===== config.mk =====
export PLATFORM = sky130hd
export DESIGN_NAME = branch_target_table
export DESIGN_NICKNAME = d
export VERILOG_FILES = /design/src/rtl/btt_pkg.sv /design/src/rtl/btt_storage.sv /design/src/rtl/branch_target_table.sv
export SDC_FILE = /design/constraint.sdc
export NUM_CORES = 1
export LEC_CHECK = 0
export CORE_MARGIN = 1
export CORE_UTILIZATION = 50
export DETAILED_ROUTE_END_ITERATION = 10
export PLACE_DENSITY = 0.66
export SLEW_MARGIN = 40
export SYNTH_ARGS = -nofsm -noshare
export SYNTH_HDL_FRONTEND = slang
export SYNTH_SLANG_ARGS = --single-unit

===== constraint.sdc =====
create_clock -name clk -period 18.8 [get_ports clk]
set_input_delay 1.88 -clock clk [delete_from_list [all_inputs] [get_ports clk]]
set_output_delay 1.88 -clock clk [all_outputs]
set_load 0.01 [all_outputs]

===== src/rtl/btt_pkg.sv =====
// rtl/btt_pkg.sv - shared types and defaults for the branch target table
package btt_pkg;

   typedef enum logic [1:0] {
      CLEAR_ALL  = 2'd0,
      IDLE       = 2'd1,
      CLEAR_BANK = 2'd2
   } btt_state_t;

   localparam int BTT_D         = 12;
   localparam int BTT_A         = 5;
   localparam int BTT_BANKS     = 2;
   localparam int BTT_NO_BRANCH = 0;

endpackage


===== src/rtl/btt_storage.sv =====
// rtl/btt_storage.sv - flat target array with valid bits, one write, one registered read, one clear port
module btt_storage #(
   parameter int D  = 12,
   parameter int IW = 6
) (
   input  logic          clk,
   input  logic          reset,
   input  logic          we_i,
   input  logic [IW-1:0] waddr_i,
   input  logic [D-1:0]  wdata_i,
   input  logic          clr_en_i,
   input  logic [IW-1:0] clr_addr_i,
   input  logic          re_i,
   input  logic [IW-1:0] raddr_i,
   output logic [D-1:0]  rdata_o,
   output logic          rvalid_o
);

   localparam int DEPTH = 2 ** IW;

   logic [D-1:0]     mem_q [DEPTH];
   logic [DEPTH-1:0] valid_q;
   logic [D-1:0]     rdata_q;
   logic             rvalid_q;

   // Target words are never reset; only the valid bits gate what is seen.
   always_ff @(posedge clk) begin
      if (we_i) mem_q[waddr_i] <= wdata_i;
   end

   always_ff @(posedge clk) begin
      if (clr_en_i) valid_q[clr_addr_i] <= 1'b0;
      else if (we_i) valid_q[waddr_i] <= 1'b1;
   end

   always_ff @(posedge clk) begin
      if (reset) begin
         rdata_q  <= '0;
         rvalid_q <= 1'b0;
      end else if (re_i) begin
         rdata_q  <= mem_q[raddr_i];
         rvalid_q <= valid_q[raddr_i];
      end
   end

   assign rdata_o  = rdata_q;
   assign rvalid_o = rvalid_q;

endmodule


===== src/rtl/branch_target_table.sv =====
// rtl/branch_target_table.sv - banked branch-target lookup with clear sequencer and write-first forwarding
module branch_target_table
   import btt_pkg::*;
#(
   parameter int D     = BTT_D,
   parameter int A     = BTT_A,
   parameter int BANKS = BTT_BANKS,
   localparam int BW   = (BANKS > 1) ? $clog2(BANKS) : 1
) (
   input  logic          clk,
   input  logic          reset,
   input  logic [BW-1:0] bank_sel,
   input  logic          rd_en,
   input  logic [A-1:0]  rd_addr,
   output logic [D-1:0]  target,
   output logic          hit,
   input  logic          wr_en,
   input  logic [BW-1:0] wr_bank,
   input  logic [A-1:0]  wr_addr,
   input  logic [D-1:0]  wr_data,
   output logic          wr_ready,
   input  logic          inv_en,
   input  logic [BW-1:0] inv_bank,
   output logic          busy
);

   localparam int            IW        = A + BW;
   localparam logic [IW-1:0] LAST_ALL  = IW'(BANKS * (2 ** A) - 1);
   localparam logic [A-1:0]  LAST_BANK = {A{1'b1}};
   localparam logic [BW:0]   NBANKS    = (BW + 1)'(BANKS);
   localparam logic [A-1:0]  NO_BRANCH = A'(BTT_NO_BRANCH);

   btt_state_t    state_q, state_d;
   logic [IW-1:0] clr_idx_q, clr_idx_d;
   logic [BW-1:0] inv_bank_q, inv_bank_d;
   logic [IW-1:0] clr_addr;
   logic          clr_en;

   logic          rd_ok, wr_ok, fwd;
   logic          ok_q, fwd_q;
   logic [D-1:0]  fwd_data_q;
   logic [D-1:0]  rdata;
   logic          rvalid;

   assign wr_ready = (state_q == IDLE);
   assign busy     = ~wr_ready;

   assign wr_ok = wr_en && wr_ready && ({1'b0, wr_bank} < NBANKS) && (wr_addr != NO_BRANCH);
   assign rd_ok = rd_en && wr_ready && ({1'b0, bank_sel} < NBANKS) && (rd_addr != NO_BRANCH);
   assign fwd   = rd_ok && wr_ok && (wr_bank == bank_sel) && (wr_addr == rd_addr);

   always_comb begin
      state_d    = state_q;
      clr_idx_d  = clr_idx_q;
      inv_bank_d = inv_bank_q;
      clr_en     = 1'b0;
      clr_addr   = clr_idx_q;
      case (state_q)
         CLEAR_ALL: begin
            clr_en = 1'b1;
            if (clr_idx_q == LAST_ALL) begin
               state_d   = IDLE;
               clr_idx_d = '0;
            end else begin
               clr_idx_d = clr_idx_q + IW'(1);
            end
         end
         CLEAR_BANK: begin
            clr_en   = 1'b1;
            clr_addr = {inv_bank_q, clr_idx_q[A-1:0]};
            if (clr_idx_q[A-1:0] == LAST_BANK) begin
               state_d   = IDLE;
               clr_idx_d = '0;
            end else begin
               clr_idx_d = clr_idx_q + IW'(1);
            end
         end
         IDLE: begin
            // A write sampled alongside inv_en lands first; the clear then erases it.
            if (inv_en && ({1'b0, inv_bank} < NBANKS)) begin
               state_d    = CLEAR_BANK;
               inv_bank_d = inv_bank;
               clr_idx_d  = '0;
            end
         end
         default: state_d = CLEAR_ALL;
      endcase
   end

   always_ff @(posedge clk) begin
      if (reset) begin
         state_q    <= CLEAR_ALL;
         clr_idx_q  <= '0;
         inv_bank_q <= '0;
      end else begin
         state_q    <= state_d;
         clr_idx_q  <= clr_idx_d;
         inv_bank_q <= inv_bank_d;
      end
   end

   always_ff @(posedge clk) begin
      if (reset) begin
         ok_q       <= 1'b0;
         fwd_q      <= 1'b0;
         fwd_data_q <= '0;
      end else if (rd_en) begin
         ok_q       <= rd_ok;
         fwd_q      <= fwd;
         fwd_data_q <= wr_data;
      end
   end

   btt_storage #(.D(D), .IW(IW)) u_storage (
      .clk       (clk),
      .reset     (reset),
      .we_i      (wr_ok),
      .waddr_i   ({wr_bank, wr_addr}),
      .wdata_i   (wr_data),
      .clr_en_i  (clr_en),
      .clr_addr_i(clr_addr),
      .re_i      (rd_en),
      .raddr_i   ({bank_sel, rd_addr}),
      .rdata_o   (rdata),
      .rvalid_o  (rvalid)
   );

   // A miss, reserved index, bad bank or busy lookup all collapse to target=0.
   assign hit    = ok_q && (fwd_q || rvalid);
   assign target = !hit ? '0 : (fwd_q ? fwd_data_q : rdata);

endmodule


==> Yosys cells after proc, flatten, opt, wreduce, memory -nomap -nowiden <==
Memories as Yosys holds them, arrays and structs flattened. A register that Yosys moved wholly into a read port is not among the register bits.
Index checks and enable logic that the tools add are counted.
{ "totals": {"ff_bits": 88, "ram_bits": 768, "output_inout_bits": 15, "mem_count": 1} }
{ "memory_table": {"columns": ["memory", "words", "word_bits", "read_ports", "rd_ports_with_merged_regs", "write_ports", "line", "text"], "rows": [
  ["u_storage.mem_q", 64, 12, 1, 1, 1, "btt_storage.sv:21", "logic [D-1:0] mem_q [DEPTH];"]
]} }
{ "classes": {"add_sub_neg": 1, "order_cmp": 5, "eq_ne": 9, "muxes": 22, "n_bitwise": 4, "n_reduce_logical": 20} }
{ "op_table": {"columns": ["cell", "n"], "rows": [
  ["64-bit 2-to-1 mux", 2],
  ["64-bit AND", 1],
  ["64-bit inverter", 1],
  ["64-bit bitwise OR", 1],
  ["12-bit 2-to-1 mux", 2],
  ["6-bit 2-to-1 mux", 4],
  ["6-bit by 7-bit less-than comparator with 1-bit output (second input constant)", 3],
  ["6-bit case mux with 3 select lines", 1],
  ["1-bit demux with 6-bit select", 2],
  ["6-bit by 1-bit greater-or-equal comparator with 1-bit output (second input constant)", 2],
  ["1-bit logical AND", 10],
  ["5-bit nonzero test", 2],
  ["6-bit by 1-bit adder with 6-bit output (second input constant)", 1],
  ["1-bit binary-select mux with 6-bit select", 1],
  ["6-bit == test (second input constant)", 1],
  ["1-bit 2-to-1 mux", 6],
  ["2-bit 2-to-1 mux", 3],
  ["2-bit case mux with 3 select lines", 1],
  ["5-bit == test", 1],
  ["5-bit == test (second input constant)", 1],
  ["2-bit != test (second input constant)", 2],
  ["2-bit AND reduction", 2],
  ["3-bit AND reduction", 1],
  ["3-bit nonzero test", 1],
  ["other kinds (9)", 9]
]} }

==> Depth between registers and ports, before layout <==
{ "logic_depth": {"ltp_word": 9, "mapped_depth": 9, "mapped_depth_nobuf": 8} }

==> Hierarchy <==
Synthesis repeated with hierarchy kept, for this count alone.
{ "unflattened": {"cells_unflattened": 1958, "area_unflattened_um2": 34873.4} }
{ "modules_own_cells": {"columns": ["mod", "instances", "cells_per_inst", "area_each_um2"], "rows": [
  ["btt_storage", 1, 1804, 33530.9],
  ["branch_target_table", 1, 154, 1342.5]
]} }

==> Least setup slack after synthesis <==
Ideal clock, no wire load.
{ "synth_path": {"kind": "input to register", "start": "input port wr_addr[4]", "end": "register u_storage.valid_q[0], enable pin", "arrival_time_ns": 6.845, "required_ns": 18.226, "setup_slack_ns": 11.380, "cell_stages": 3, "n_path_buf": 1, "cell_sequence": "clkbuf_1 o31ai_1 o21ai_0"} }
{ "synth_via": {"elab_chain_cells": 3} }
{ "synth_lines": {"columns": ["element", "line", "text"], "rows": [
  ["start: declaration", "branch_target_table.sv:19", "input logic [A-1:0] wr_addr,"],
  ["5-bit nonzero test", "branch_target_table.sv:48", "assign wr_ok = wr_en && wr_ready && ({1'b0, wr_bank} < NBANKS) && (wr_addr != NO_BRANCH);"],
  ["1-bit logical AND", "branch_target_table.sv:48", null],
  ["2-bit nonzero test (no line)", null, null],
  ["end signal: indexed assignment", "btt_storage.sv:32", "if (clr_en_i) valid_q[clr_addr_i] <= 1'b0;"],
  ["end signal: indexed assignment", "btt_storage.sv:33", "else if (we_i) valid_q[waddr_i] <= 1'b1;"],
  ["end: declaration", "btt_storage.sv:22", "logic [DEPTH-1:0] valid_q;"]
]} }
No other way between the ends.
A chain may end at the register's enable or synchronous reset.

==> Final worst setup path <==
{ "layout_path": {"start": "register fwd_q", "end": "output port target[8]"} }
{ "layout_via": {"elab_chain_cells": 3, "word_cells_on_any_way": 4, "cone_classes": "2 x mux; 2 x reduce/logical"} }
{ "layout_lines": {"columns": ["element", "line", "text"], "rows": [
  ["start: declaration", "branch_target_table.sv:40", "logic ok_q, fwd_q;"],
  ["start signal: assignment", "branch_target_table.sv:109", "fwd_q <= fwd;"],
  ["1-bit logical OR", "branch_target_table.sv:129", "assign hit = ok_q && (fwd_q || rvalid);"],
  ["1-bit logical AND", "branch_target_table.sv:129", null],
  ["12-bit 2-to-1 mux *", "branch_target_table.sv:130", "assign target = !hit ? '0 : (fwd_q ? fwd_data_q : rdata);"],
  ["end: declaration", "branch_target_table.sv:15", "output logic [D-1:0] target,"]
]} }
Mark *: on every way between the ends. The rest lies on a longest branch, timed or not.

==> results.toml <==
[floorplan]
ioPinCount = 45
initial_core_util_pct = 50.7
die_area_um2 = 70900
coreArea_um2 = 68800
die_w_um = 266
die_y_um = 266
row_count = 96

[grt]
grt_first_pass_wirelength_um = 128000
grt_overflow_total = 0
grt_max_degree = 90
grt_pass1_vias = 18700
antenna_found_initial = 1
globalRouteTotalUtil_pct = 25.0

[synthesis]
syn_avg_cell_area_um2 = 17.9
syn_inst = 1953
yosys.area.top_type = "edfxtp_1"
ys_ff_latch = 868
synth-warning-count = 0
async_flop_share_pct = 0
synthTopCellsByCount = "edfxtp_1 (832), mux2_2 (209), nor2_1 (142), a21oi_1 (134)"
synth_ff_type = "edfxtp_1"
synthMostInstantiatedCell = "edfxtp_1"
synth_top_area_share_pct = 71.6
synth_area_leaders = "edfxtp_1 (72%), mux2_2 (6.7%), mux4_2 (6.7%)"
synthesis.area_um2 = 34900
synth_edf_count = 832
synth.distinct_cells = 50
ys_seq_area_share_pct = 73.7

[layout]
n_fill_cell = 5075
area_delta_synth_final_pct = 13.5
insertedDiodeCount = 0
finalCoreUtilization_pct = 57.6
stdcell_area_um2 = 39600
drive_gt1_share_pct = 28.4
num-nets-final = 2074

[pwr]
power.density_nw_per_um2 = 113
ir_worst_vdd_mv = 0.0777
p_leak_nw = 12.5

[min_path]
hold_path.class = "reg2reg"

[worst_setup_path]
cp_cell_sequence = "o21ai_0, buf_4, nor2_1, clkdlybuf4s50_1"
critPathLaunchType = "flop"
cp_top_family = "flip-flops"
worstSetupPathType = "reg2out"
worst_path_max_delay_cell = "dfxtp_1"
critical-path-max-stage-delay_ns = 0.84
crit_fanout = 14
required_ns = 16.92
path_buf_inv = 2
cp-end-kind = "output pin"
cp.arrival_ns = 2.75

[clocking]
post_cts_buffers = 0
cts-buffers-inserted = 88
ctsHoldBuffers = 0
clk_latency_ns = 0.66
path_clk_slew_ns = 0.06
cts_max_level = 3
root_buffer = "clkbuf_16"
cts_tree = "built"
clkSinkCount = 868
cts_resized = 0
clk_path_buf_depth = 3

[sta]
finalClockSkew_ns = 0.0336
fin_setup_tns_ns = 0
finalHoldViolCount = 0
relSlewSlack_pct = 37.3
timing.final.crit_share_pct = 24.6
maxSlewViolCount = 0
fmax_mhz = 216
period_needed_ns = 4.63
rsz0062_at_grt = "no"
worst_pin_slew_ns = 0.933
fin_ws_ns = 14.17
setup_violations = 0

[drt]
wire_per_inst_um = 28.7
wl_um = 87400
vias_per_cell = 6.24
first_iter_violations = 2232
ant_nets = 0
drcViolationCount = 0
dr.pass1.iters = 5
routed-via-count = 19000

[placed_design]
gp_congestion = 0.876
dp_slack_ns = 13.48
dp_hpwl_um = 51400
dpl_cell_area_um2 = 36600
portBuffers = 44

[status]
status = "finished clean"

[run]
cap_violations = 0
## worst min-delay path: cells and delay by family, from the launching register on
kind | cells | cell delay [ns]
flip-flops | 1 | 0.33
AND/OR/NAND/NOR | 1 | 0.08
multiplexers | 1 | 0.06
## kinds of logic (layout without fill, tap and decap cells)
group                      count (synthesis)  in the layout  synth area share, %
DFF                                      868            868                 73.7
AOI/OAI and AO/OA                        365            365                 6.87
muxes                                    339            339                 14.2
and+or+nand+nor                          240            240                 3.12
buffers and inverters                    123            259                 1.64
xor gates and xnor gates                   9              9                0.226
adders and majority gates                  8              8                0.287
other                                      1             24               0.0107
## area by class of cell
type	count	area, um^2	area share, %
flip-flops and latches	868	25700	64.9
multi-input cells	985	8990	22.7
clock buffers	114	2350	5.93
well taps	931	1160	2.94
repair buffers	86	766	1.93
clock inverters	52	624	1.58
inverters	7	26.3	0.0663
## where the power goes
| group | internal, W | switching [W] | total [W] |
|---|---|---|---|
| Combinational | 0.000149 | 0.000233 | 0.000382 |
| Sequential | 0.00224 | 0.0000577 | 0.00229 |
| Clock | 0.00104 | 0.000743 | 0.00179 |
| Total | 0.00343 | 0.00103 | 0.00446 |
## metal layers
layer	wire, um	track usage, %	up-vias
li1	-	-	8061
met1	35900	36.0	9812
met2	41000	38.3	941
met3	7650	4.76	167
met4	2910	8.34	2
met5	8	0	-
## registers in the layout, summed over array words and instances (netlist names)
name	cells
clr_idx_q	6
fwd_data_q	12
fwd_q	1
inv_bank_q	1
ok_q	1
state_q	2
u_storage.mem_q	768
u_storage.rdata_o	12
u_storage.rvalid_o	1
u_storage.valid_q	64
## worst paths after layout
check | from | to | slack [ns] | depth (start not counted)
max | fwd_q$_SDFFE_PP0P_ | target[8] | 14.17 | 4
min | fwd_data_q[5]$_SDFFE_PP0P_ | fwd_data_q[5]$_SDFFE_PP0P_ | 0.50 | 2
min reg2reg | fwd_data_q[5]$_SDFFE_PP0P_ | fwd_data_q[5]$_SDFFE_PP0P_ | 0.50 | 2
max reg2reg | state_q[0]$_SDFFE_PP0P_ | u_storage.mem_q[5][11]$_DFFE_PP_ | 15.74 | 5
## layout by cell type (no fill, tap or decap), types with 14 or more instances in the layout
master	netlist	routed
nor2_2	0	57
nand2_1	23	22
mux2i_1	26	26
clkbuf_1	43	22
clkbuf_16	0	89
a22oi_1	14	14
conb_1	1	24
a22o_1	26	26
mux2_2	209	209
edfxtp_1	832	832
clkdlybuf4s50_1	0	29
a211oi_1	21	20
o22ai_1	104	104
buf_4	3	33
o31ai_1	27	27
dfxtp_1	36	36
clkinv_1	0	17
clkinv_2	0	16
nor2_1	142	80
nand3_1	22	20
a21oi_1	134	134
mux4_2	104	104
## per-stage QoR
stage | hold slack (ns) | total power (W) | std cells
floorplan | 0.446 | 0.00255 | 1976
global placement | 0.464 | 0.00268 | 2871
detailed placement | 0.478 | 0.00271 | 2874
CTS | 0.493 | 0.00447 | 3040
global route | 0.520 | 0.00459 | 3043
finish | 0.501 | 0.00446 | 3043
(Power assumes the default switching activity.)
==> patch, RTL diff (same settings) <==
Encoding of `btt_state_t`: now one-hot (3 bits for 3 states).
--- a/src/rtl/btt_pkg.sv
+++ b/src/rtl/btt_pkg.sv
@@ -2,8 +2,8 @@
 package btt_pkg;
 
-   typedef enum logic [1:0] {
-      CLEAR_ALL  = 2'd0,
-      IDLE       = 2'd1,
-      CLEAR_BANK = 2'd2
+   typedef enum logic [2:0] {
+      CLEAR_ALL  = 3'b001,
+      IDLE       = 3'b010,
+      CLEAR_BANK = 3'b100
    } btt_state_t;
 
Behaviour: no difference found for any inputs over 4 cycles, from zero or initial values and one cycle with reset high; so few cycles prove little.
==> patch against the original RTL <==
  * Critical path depth increased by 5
  * Routed wire length down 1.9%
  * Setup slack got worse by 0.69 ns
  * Sequential cell count is 1 higher
  * Power fell by 6.4%
  * Area after synthesis is 0.15% higher
  * Final area grew 0.27%
  * Critical path type is now in2reg
  * Largest cell class unchanged
  * Highest routed layer unchanged
==> patch: results (changes against the original RTL) <==
The internal power came out at 3.30 mW (-3.8%). The portion of the clock cycle consumed by the worst path in the final layout came out at 0.283 (+0.0366). The leakage component of the power came to 12.6 nW (+0.89%). The total length of routed met2 wires came out at 40,300 um (-1.6%). The synthesized area per cell came out at 17.8 um^2 (-0.25%). Grouping stages by cell kind, the critical path spends the most delay in buffers and inverters. The share of total power in sequential cells is 0.515 (about the same). The detailed-routing iteration count for the pre-antenna-repair pass came out at 7 (+2).

The placed instance area is 36,700 um^2 (+0.39%). The detailed router's first-iteration violation count was 1,962 (-12%). The number of nets at the end of the flow is 2,101 (+1.3%). The worst path arrival time came to 5.80 ns (+3.05 ns). The routed metal-1 wirelength came out at 36,500 um (+1.7%).

The run finished with clean final reports. The overall fraction of global-route tracks in use is 0.245 (-0.00479). The worst max-slew margin expressed relative to the limit is 0.398 (+0.0258). The largest net degree at the start of global routing is 84 (-6.7%).

The post-route non-filler standard cell count is 3,070 (+0.89%). The clock skew after layout is 0.0314 ns (-0.00218 ns). The flop-to-flop setup slack is 15.12 ns (-0.62 ns).

By count the netlist is led by sky130_fd_sc_hd__edfxtp_1 (832), sky130_fd_sc_hd__mux2_2 (209), sky130_fd_sc_hd__nor2_1 (141). The met3 global-route usage was 0.0451 (-0.00248). Ranked by total cell area, the synthesized netlist is headed by sky130_fd_sc_hd__edfxtp_1 (71%), sky130_fd_sc_hd__mux2_2 (6.7%), sky130_fd_sc_hd__mux4_2 (6.7%). The slowest stage cell on the critical path is sky130_fd_sc_hd__buf_4. The routed wire length was 85,800 um (-1.9%).
==> patch: changes by cell type after synthesis, sizes merged, moves of 2 or more <==
| cell | change |
|---|---|
| xnor2 | -2 |
| inv | -2 |
| ha | -6 |
| a21oi | +3 |
| nand3b | +2 |
| buf | +3 |
| xor2 | +3 |
| nand2 | +2 |
| nand2b | +5 |
| nand3 | -2 |
==> patch: layout make-up <==
cell class | count | share of cell area
Multi-Input combinational cell | 992 | 0.224
Inverter | 5 | 0.000472
Clock buffer | 119 | 0.0607
Clock inverter | 41 | 0.0146
Sequential cell | 869 | 0.647
Timing Repair Buffer | 113 | 0.0236
Tap cell | 931 | 0.0293
==> patch: kinds of logic after synthesis <==
logic type | after synthesis | share of synthesized area
compound gates | 371 | 0.0697
xor+xnor | 10 | 0.00251
fa+ha+maj | 2 | 0.000716
buf+inv | 123 | 0.0165
flops | 869 | 0.736
mux | 338 | 0.141
other cells | 1 | 0.000107
simple gates | 247 | 0.0330
==> patch: path summary, 6_finish.rpt <==
path	depth (start not counted)	endpoint	from
setup / recovery	9	u_storage.rdata_o[6]	rd_addr[2]
hold / removal	2	inv_bank_q	inv_bank_q
setup reg to reg	6	u_storage.mem_q[29][3]	state_q[1]
hold reg to reg	2	inv_bank_q	inv_bank_q
==> patch: worst reg2reg max path: stages, from the launching register on <==
cell and delay [ns]:
sky130_fd_sc_hd__dfxtp_1 0.64, sky130_fd_sc_hd__nor3b_2 0.73, sky130_fd_sc_hd__nand2_1 0.12, sky130_fd_sc_hd__nor2_1 0.43, sky130_fd_sc_hd__nand3_1 0.40, sky130_fd_sc_hd__nor2_1 0.73
sky130_fd_sc_hd__buf_4 0.32
